<file path="config.mk">
export PLATFORM = sky130hd
export DESIGN_NAME = hazard_forward_ctrl
export DESIGN_NICKNAME = d
export VERILOG_FILES = /design/src/rtl/hazard_pkg.sv /design/src/rtl/hazard_src_cmp.sv /design/src/rtl/hazard_forward_ctrl.sv
export SDC_FILE = /design/constraint.sdc
export NUM_CORES = 1
export LEC_CHECK = 0
export BUFFER_PORTS_ARGS = -buffer_cell sky130_fd_sc_hd__buf_4
export CORE_MARGIN = 2
export CORE_UTILIZATION = 50
export CTS_CLUSTER_DIAMETER = 100
export DETAILED_ROUTE_END_ITERATION = 10
export HOLD_SLACK_MARGIN = 0.1
export PLACE_DENSITY = 0.93
export SLEW_MARGIN = 20
export SYNTH_ARGS = -nofsm -noshare
export SYNTH_HDL_FRONTEND = slang
export SYNTH_SLANG_ARGS = --single-unit
</file>
<file path="constraint.sdc">
create_clock -name clk -period 3.1 [get_ports clk]
set_input_delay 0.465 -clock clk [delete_from_list [all_inputs] [get_ports clk]]
set_output_delay 0.465 -clock clk [all_outputs]
set_load 0.005 [all_outputs]
</file>
<file path="src/rtl/hazard_pkg.sv">
// Shared types for the ID->EX hazard/forwarding controller: EX operand mux
// encodings and the stall FSM state set.
package hazard_pkg;

    typedef enum logic [1:0] {
        FWD_RF    = 2'b00,
        FWD_MEMWB = 2'b01,
        FWD_EXMEM = 2'b10
    } fwd_sel_t;

    typedef enum logic [1:0] {
        RUN,
        LU_STALL,
        DEP_STALL
    } hz_state_t;

    // Youngest producer wins; a load still in EX has no data to forward yet.
    function automatic fwd_sel_t pick_fwd(input logic fwd_en,
                                          input logic m_ex,
                                          input logic ex_is_load,
                                          input logic m_mem);
        fwd_sel_t sel;
        sel = FWD_RF;
        if (fwd_en) begin
            if (m_ex && !ex_is_load) begin
                sel = FWD_EXMEM;
            end else if (m_mem) begin
                sel = FWD_MEMWB;
            end
        end
        return sel;
    endfunction

endpackage

</file>
<file path="src/rtl/hazard_src_cmp.sv">
// Per-source comparator: matches one ID source register against the EX, MEM
// and WB destinations and proposes that source's forward select.
module hazard_src_cmp
    import hazard_pkg::*;
#(
    parameter int unsigned REG_ADDR_W = 5
) (
    input  logic                  forward_en,
    input  logic [REG_ADDR_W-1:0] src_addr,
    input  logic                  src_valid,
    input  logic [REG_ADDR_W-1:0] id_ex_rd,
    input  logic                  id_ex_regwrite,
    input  logic                  id_ex_memread,
    input  logic [REG_ADDR_W-1:0] ex_mem_rd,
    input  logic                  ex_mem_regwrite,
    input  logic [REG_ADDR_W-1:0] mem_wb_rd,
    input  logic                  mem_wb_regwrite,
    output logic                  match_ex,
    output logic                  match_mem,
    output logic                  match_wb,
    output fwd_sel_t              next_sel
);

    always_comb begin
        match_ex  = src_valid && id_ex_regwrite  && (id_ex_rd  != '0) && (src_addr == id_ex_rd);
        match_mem = src_valid && ex_mem_regwrite && (ex_mem_rd != '0) && (src_addr == ex_mem_rd);
        match_wb  = src_valid && mem_wb_regwrite && (mem_wb_rd != '0) && (src_addr == mem_wb_rd);
        next_sel  = pick_fwd(forward_en, match_ex, id_ex_memread, match_mem);
    end

endmodule

</file>
<file path="src/rtl/hazard_forward_ctrl.sv">
// ID->EX hazard unit: registered per-source forward selects plus a load-use /
// RAW-dependency stall FSM with a saturating stall-cycle counter.
module hazard_forward_ctrl
    import hazard_pkg::*;
#(
    parameter int unsigned REG_ADDR_W     = 5,
    parameter int unsigned NUM_SRC        = 2,
    parameter int unsigned LOAD_USE_STALL = 1,
    parameter bit          RF_WR_THROUGH  = 1'b1,
    parameter int unsigned STALL_CNT_W    = 16
) (
    input  logic                          clk,
    input  logic                          rst_n,
    input  logic                          forward_en,
    input  logic [NUM_SRC*REG_ADDR_W-1:0] id_src_addr,
    input  logic [NUM_SRC-1:0]            id_src_valid,
    input  logic [REG_ADDR_W-1:0]         id_ex_rd,
    input  logic                          id_ex_regwrite,
    input  logic                          id_ex_memread,
    input  logic [REG_ADDR_W-1:0]         ex_mem_rd,
    input  logic                          ex_mem_regwrite,
    input  logic [REG_ADDR_W-1:0]         mem_wb_rd,
    input  logic                          mem_wb_regwrite,
    output logic [2*NUM_SRC-1:0]          fwd_sel,
    output logic                          stall,
    output logic                          id_ex_bubble,
    output logic                          stall_start,
    output logic [STALL_CNT_W-1:0]        stall_cycles
);

    localparam int unsigned LU_CNT_W = (LOAD_USE_STALL > 2) ? $clog2(LOAD_USE_STALL) : 1;
    localparam logic [LU_CNT_W-1:0] LU_CNT_INIT =
        (LOAD_USE_STALL >= 2) ? LU_CNT_W'(LOAD_USE_STALL - 2) : '0;

    logic [NUM_SRC-1:0]     match_ex;
    logic [NUM_SRC-1:0]     match_mem;
    logic [NUM_SRC-1:0]     match_wb;
    logic [2*NUM_SRC-1:0]   next_sel;

    for (genvar g = 0; g < NUM_SRC; g++) begin : g_src
        hazard_src_cmp #(
            .REG_ADDR_W(REG_ADDR_W)
        ) u_cmp (
            .forward_en     (forward_en),
            .src_addr       (id_src_addr[g*REG_ADDR_W +: REG_ADDR_W]),
            .src_valid      (id_src_valid[g]),
            .id_ex_rd       (id_ex_rd),
            .id_ex_regwrite (id_ex_regwrite),
            .id_ex_memread  (id_ex_memread),
            .ex_mem_rd      (ex_mem_rd),
            .ex_mem_regwrite(ex_mem_regwrite),
            .mem_wb_rd      (mem_wb_rd),
            .mem_wb_regwrite(mem_wb_regwrite),
            .match_ex       (match_ex[g]),
            .match_mem      (match_mem[g]),
            .match_wb       (match_wb[g]),
            .next_sel       (next_sel[2*g +: 2])
        );
    end

    logic lu_haz;
    logic dep_haz;

    always_comb begin
        lu_haz  = forward_en && id_ex_memread && (|match_ex);
        dep_haz = !forward_en && (|(match_ex | match_mem | (RF_WR_THROUGH ? '0 : match_wb)));
    end

    hz_state_t            state_q, state_d;
    logic [LU_CNT_W-1:0]  lu_cnt_q, lu_cnt_d;
    logic                 stall_raw;
    logic                 start_raw;

    always_comb begin
        state_d   = state_q;
        lu_cnt_d  = lu_cnt_q;
        stall_raw = 1'b0;
        start_raw = 1'b0;
        case (state_q)
            RUN: begin
                if (lu_haz) begin
                    stall_raw = 1'b1;
                    start_raw = 1'b1;
                    if (LOAD_USE_STALL > 1) begin
                        state_d  = LU_STALL;
                        lu_cnt_d = LU_CNT_INIT;
                    end
                end else if (dep_haz) begin
                    stall_raw = 1'b1;
                    start_raw = 1'b1;
                    state_d   = DEP_STALL;
                end
            end
            LU_STALL: begin
                stall_raw = 1'b1;
                if (lu_cnt_q == '0) begin
                    state_d = RUN;
                end else begin
                    lu_cnt_d = lu_cnt_q - LU_CNT_W'(1);
                end
            end
            DEP_STALL: begin
                // Release cycle itself is not stalled; a new hazard is only seen back in RUN.
                if (dep_haz) begin
                    stall_raw = 1'b1;
                end else begin
                    state_d = RUN;
                end
            end
            default: begin
                state_d = RUN;
            end
        endcase
    end

    // Outputs are held low for the whole time reset is asserted, not just after the edge.
    always_comb begin
        stall        = stall_raw && rst_n;
        id_ex_bubble = stall;
        stall_start  = start_raw && rst_n;
    end

    logic [2*NUM_SRC-1:0]   fwd_sel_q, fwd_sel_d;
    logic [STALL_CNT_W-1:0] stall_cycles_q, stall_cycles_d;

    always_comb begin
        fwd_sel_d = '0;
        for (int unsigned i = 0; i < NUM_SRC; i++) begin
            fwd_sel_d[2*i +: 2] = stall ? 2'(FWD_RF) : next_sel[2*i +: 2];
        end
        stall_cycles_d = stall_cycles_q;
        if (stall && (stall_cycles_q != '1)) begin
            stall_cycles_d = stall_cycles_q + STALL_CNT_W'(1);
        end
    end

    always_ff @(posedge clk or negedge rst_n) begin
        if (!rst_n) begin
            state_q        <= RUN;
            lu_cnt_q       <= '0;
            fwd_sel_q      <= '0;
            stall_cycles_q <= '0;
        end else begin
            state_q        <= state_d;
            lu_cnt_q       <= lu_cnt_d;
            fwd_sel_q      <= fwd_sel_d;
            stall_cycles_q <= stall_cycles_d;
        end
    end

    assign fwd_sel      = fwd_sel_q;
    assign stall_cycles = stall_cycles_q;

endmodule

</file>
==> metrics.log <==
[metrics] number of vias per cell: 5.48
[metrics] portion of synthesized cell area occupied by the leading cell type: 0.400
[metrics] clock insertion delay at the later pin of the skew report: 300 ps
[metrics] number of CTS-inserted buffers: 3
[metrics] commonest cells after routing, fill and taps aside: sky130_fd_sc_hd__buf_4 (51), sky130_fd_sc_hd__xnor2_1 (23), sky130_fd_sc_hd__dfrtp_1 (21)
[metrics] total gr overflow: 0
[metrics] Fillers: 191
[metrics] most common cell after layout, fill and taps aside: sky130_fd_sc_hd__buf_4
[metrics] H-tree depth: 1
[metrics] crit-path cells: buf_4, xnor2_1, nand4_1, or3_1, and4bb_4, or3_2, nor2_1, buf_4
[metrics] leakage power of the design: 0.861 nW
[metrics] launch instance of the worst min-delay path: id_ex_memread
[metrics] Synth Net Count: 164
[metrics] Yosys top cell by area: sky130_fd_sc_hd__dfrtp_1
[metrics] ports placed on the boundary: 57
[metrics] Post-synth EDFFs: 0
[metrics] kind of critical path: in2out
[metrics] nets@finish: 218
[metrics] most congested layer reported by global routing: met2
[metrics] Area after DPL: ~0.0017 mm^2
[metrics] global routing usage on met2: 0.364
[metrics] final-report setup violation count: 0
[metrics] average wire per cell in the routed design: 13.8 um
[metrics] #FFs+latches synth: 21
[metrics] Syn Inst Count: 129
[metrics] placement row count: 18
[metrics] overall die area: 0.00305 mm^2
[metrics] cell area after layout: 0.00175 mm^2
[metrics] RSZ-0062 raised after global routing: no
[metrics] family with the most delay on the worst path: simple AND/OR/NAND/NOR gates
[metrics] CP startpoint kind: primary input
[metrics] fraction of the yosys area taken by sequential cells: 0.400
[metrics] antenna fix cells: 0
[metrics] Starting DRT DRC Count: 24
[metrics] Post-CTS Setup Inserts: 0
[metrics] total of cells resized after clock tree synthesis: 0
[metrics] P&R area growth vs syn: 33.0%
[metrics] DRC violations left: 0
[metrics] number of hold-slack violations in the final timing report: 0
[metrics] Hold Path Sink: fwd_sel[1]
[metrics] maximum number of pins on one net before global-route repair: 26
[metrics] final worst clock skew: ~0.65 ps
[metrics] worst hold slack after final layout: between 300 and 400 ps
[metrics] Root Buffer Master: sky130_fd_sc_hd__clkbuf_4
[metrics] met1 routing resource usage after global routing: 0.247
[metrics] number of antenna violations at the first check in global routing: 0
[metrics] GR Util All Layers: 0.204
[metrics] synth top area cells: sky130_fd_sc_hd__dfrtp_1 (40%), sky130_fd_sc_hd__xnor2_1 (15%), sky130_fd_sc_hd__xor2_1 (7.3%), sky130_fd_sc_hd__nor3_1 (3.4%), sky130_fd_sc_hd__nand2_1 (3.4%)
[metrics] Slew @ Worst Pin: 422 ps
[metrics] final-layout setup total negative slack: 0 ps
[metrics] max incr delay on CP: 500 ps
[metrics] share of synthesized registers carrying an async set or reset: 1.00
[metrics] syn avg cell area: 10.2 um^2
[metrics] leading register cell type out of synthesis: sky130_fd_sc_hd__dfrtp_1
[metrics] power per cell area: 310 mW/mm^2
[metrics] worst r2r dst: stall_cycles[13]
[metrics] endpoint kind of the worst setup timing path: output pin
[metrics] Max IR drop VDD: 0.000230 V
[metrics] Placer Congestion: around 0.83
[metrics] Most Frequent Cell on Critical Path: sky130_fd_sc_hd__buf_4
[metrics] IO buf count: 50
[metrics] max-cap viol count: 0
[metrics] final HPWL from detailed placement: 2.43 mm
[metrics] floorplan core area: around 0.0025 mm^2
[metrics] internal reg-to-reg setup slack: 760 ps
[metrics] relative max-transition margin: 0.715
[metrics] required arrival time at the worst endpoint: 2630 ps
[metrics] part of the cycle the worst path needs: 0.881
[metrics] number of cells on the worst reg-to-reg path: 8
[metrics] critical path arrival: around 2300 ps
[metrics] worst hold path cell count: 2
[metrics] wire length of the first global-routing pass: 5.02 mm
[metrics] Global Route met3 Usage: 0.0234
[metrics] clock tree from TritonCTS: yes
[metrics] die extent in y: around 55 um
[metrics] outcome: finished clean
[metrics] final-report max-slew violation count: 0
[metrics] vias in the first global route: 1116
[metrics] Clk pin slew, worst setup/hold paths: 110 ps
[metrics] Distinct cells, synth: 34
[metrics] detailed-route via count: 1162
[metrics] crit path max-delay cell type: sky130_fd_sc_hd__or3_2
[metrics] worst min-delay path category: in2reg
[metrics] largest driver fanout on the critical path: 4
[metrics] clock tree buffer depth: 2
[metrics] Worst R2R Start: stall_cycles[3]
[metrics] final period demand of the worst path: about 2700 ps
[metrics] first-pass iteration count of the detailed router: 4
[metrics] antenna viol nets, final: 0
[metrics] FMAX: 366 MHz
[metrics] starting density of the core: 0.530
[metrics] area of the mapped netlist: 0.00131 mm^2
[metrics] number of buffer and inverter stages on the critical path: 2
[metrics] ratio of cells with drive above 1 in the final layout: 0.357
[metrics] number of warnings printed during yosys synthesis: 0
[metrics] Routed WL: 2.94 mm
[metrics] Sink Count: 21
[metrics] horizontal die dimension: 55.3 um
[sequential cells by signal, indices dropped and copies added, names as in the netlist]
register	flops
state_q	1
stall_cycles	16
fwd_sel	4
[stage by stage]
stage	std cells	utilization	setup slack (ps)	power, mW
floorplan	129	-	645	0.348
global placement	207	0.690	392	0.409
detailed placement	207	0.690	355	0.415
CTS	212	0.705	353	0.545
global route	212	0.705	231	0.568
finish	212	0.705	370	0.541
[worst max path at each step]
stage,from,to,slack [ps],depth (start not counted)
CTS,id_ex_rd[3],stall_start,350,8
global placement,id_ex_rd[0],stall_start,390,8
detailed placement,id_ex_rd[3],stall_start,350,8
finish,id_ex_rd[3],stall_start,370,8
floorplan,id_ex_rd[0],stall,640,7
global route,id_ex_rd[3],stall_start,230,8
[cell usage after synthesis, types with 2 or more instances]
| cell type | number |
|---|---|
| sky130_fd_sc_hd__and3_1 | 2 |
| sky130_fd_sc_hd__dfrtp_1 | 21 |
| sky130_fd_sc_hd__inv_1 | 5 |
| sky130_fd_sc_hd__nand2_1 | 12 |
| sky130_fd_sc_hd__nand3_1 | 5 |
| sky130_fd_sc_hd__nand4_1 | 6 |
| sky130_fd_sc_hd__nor2_1 | 4 |
| sky130_fd_sc_hd__nor3_1 | 9 |
| sky130_fd_sc_hd__nor3b_1 | 3 |
| sky130_fd_sc_hd__nor4b_2 | 2 |
| sky130_fd_sc_hd__o2111a_1 | 2 |
| sky130_fd_sc_hd__or3_1 | 3 |
| sky130_fd_sc_hd__or4_1 | 2 |
| sky130_fd_sc_hd__xnor2_1 | 23 |
| sky130_fd_sc_hd__xor2_1 | 11 |
[report_power, final]
part	internal [mW]	total, mW	switching [mW]
Combinational	0.0671	0.114	0.0467
Clock	0.0502	0.132	0.0820
Sequential	0.284	0.295	0.0120
[logic make-up (layout without fill, tap and decap cells)]
group / Yosys count / in the layout / share of synthesized area
and+or+nand+nor: 57 / 57 / 0.276
AOI/OAI and AO/OA: 6 / 6 / 0.0352
buffers and inverters: 8 / 61 / 0.0324
adders and majority gates: 1 / 1 / 0.00952
muxes: 2 / 2 / 0.0200
xor gates and xnor gates: 34 / 34 / 0.227
DFF: 21 / 21 / 0.400
[cell type report]
cell class,instances,area [um^2],share of cell area
multi-input combinational,100,746,0.427
sequential,21,526,0.301
timing repair buffer,52,393,0.225
tap,30,37.5,0.0215
clock buffer,4,26.3,0.0150
inverter,5,18.8,0.0107
[per-layer routing]
metal | share of wire | routed length [um] | vias up
met5 | 0 | 0 | -
met4 | 0.018 | 52 | 0
met3 | 0.057 | 166 | 6
met2 | 0.53 | 1560 | 53
met1 | 0.39 | 1160 | 547
li1 | - | - | 556
[what timing repair did]
item | in CTS | in global routing
hold buffers | 1 | 0
endpoints found under the setup margin | 0 | 0
hold endpoints to repair | 21 | 0
(Power assumes the default switching activity.)
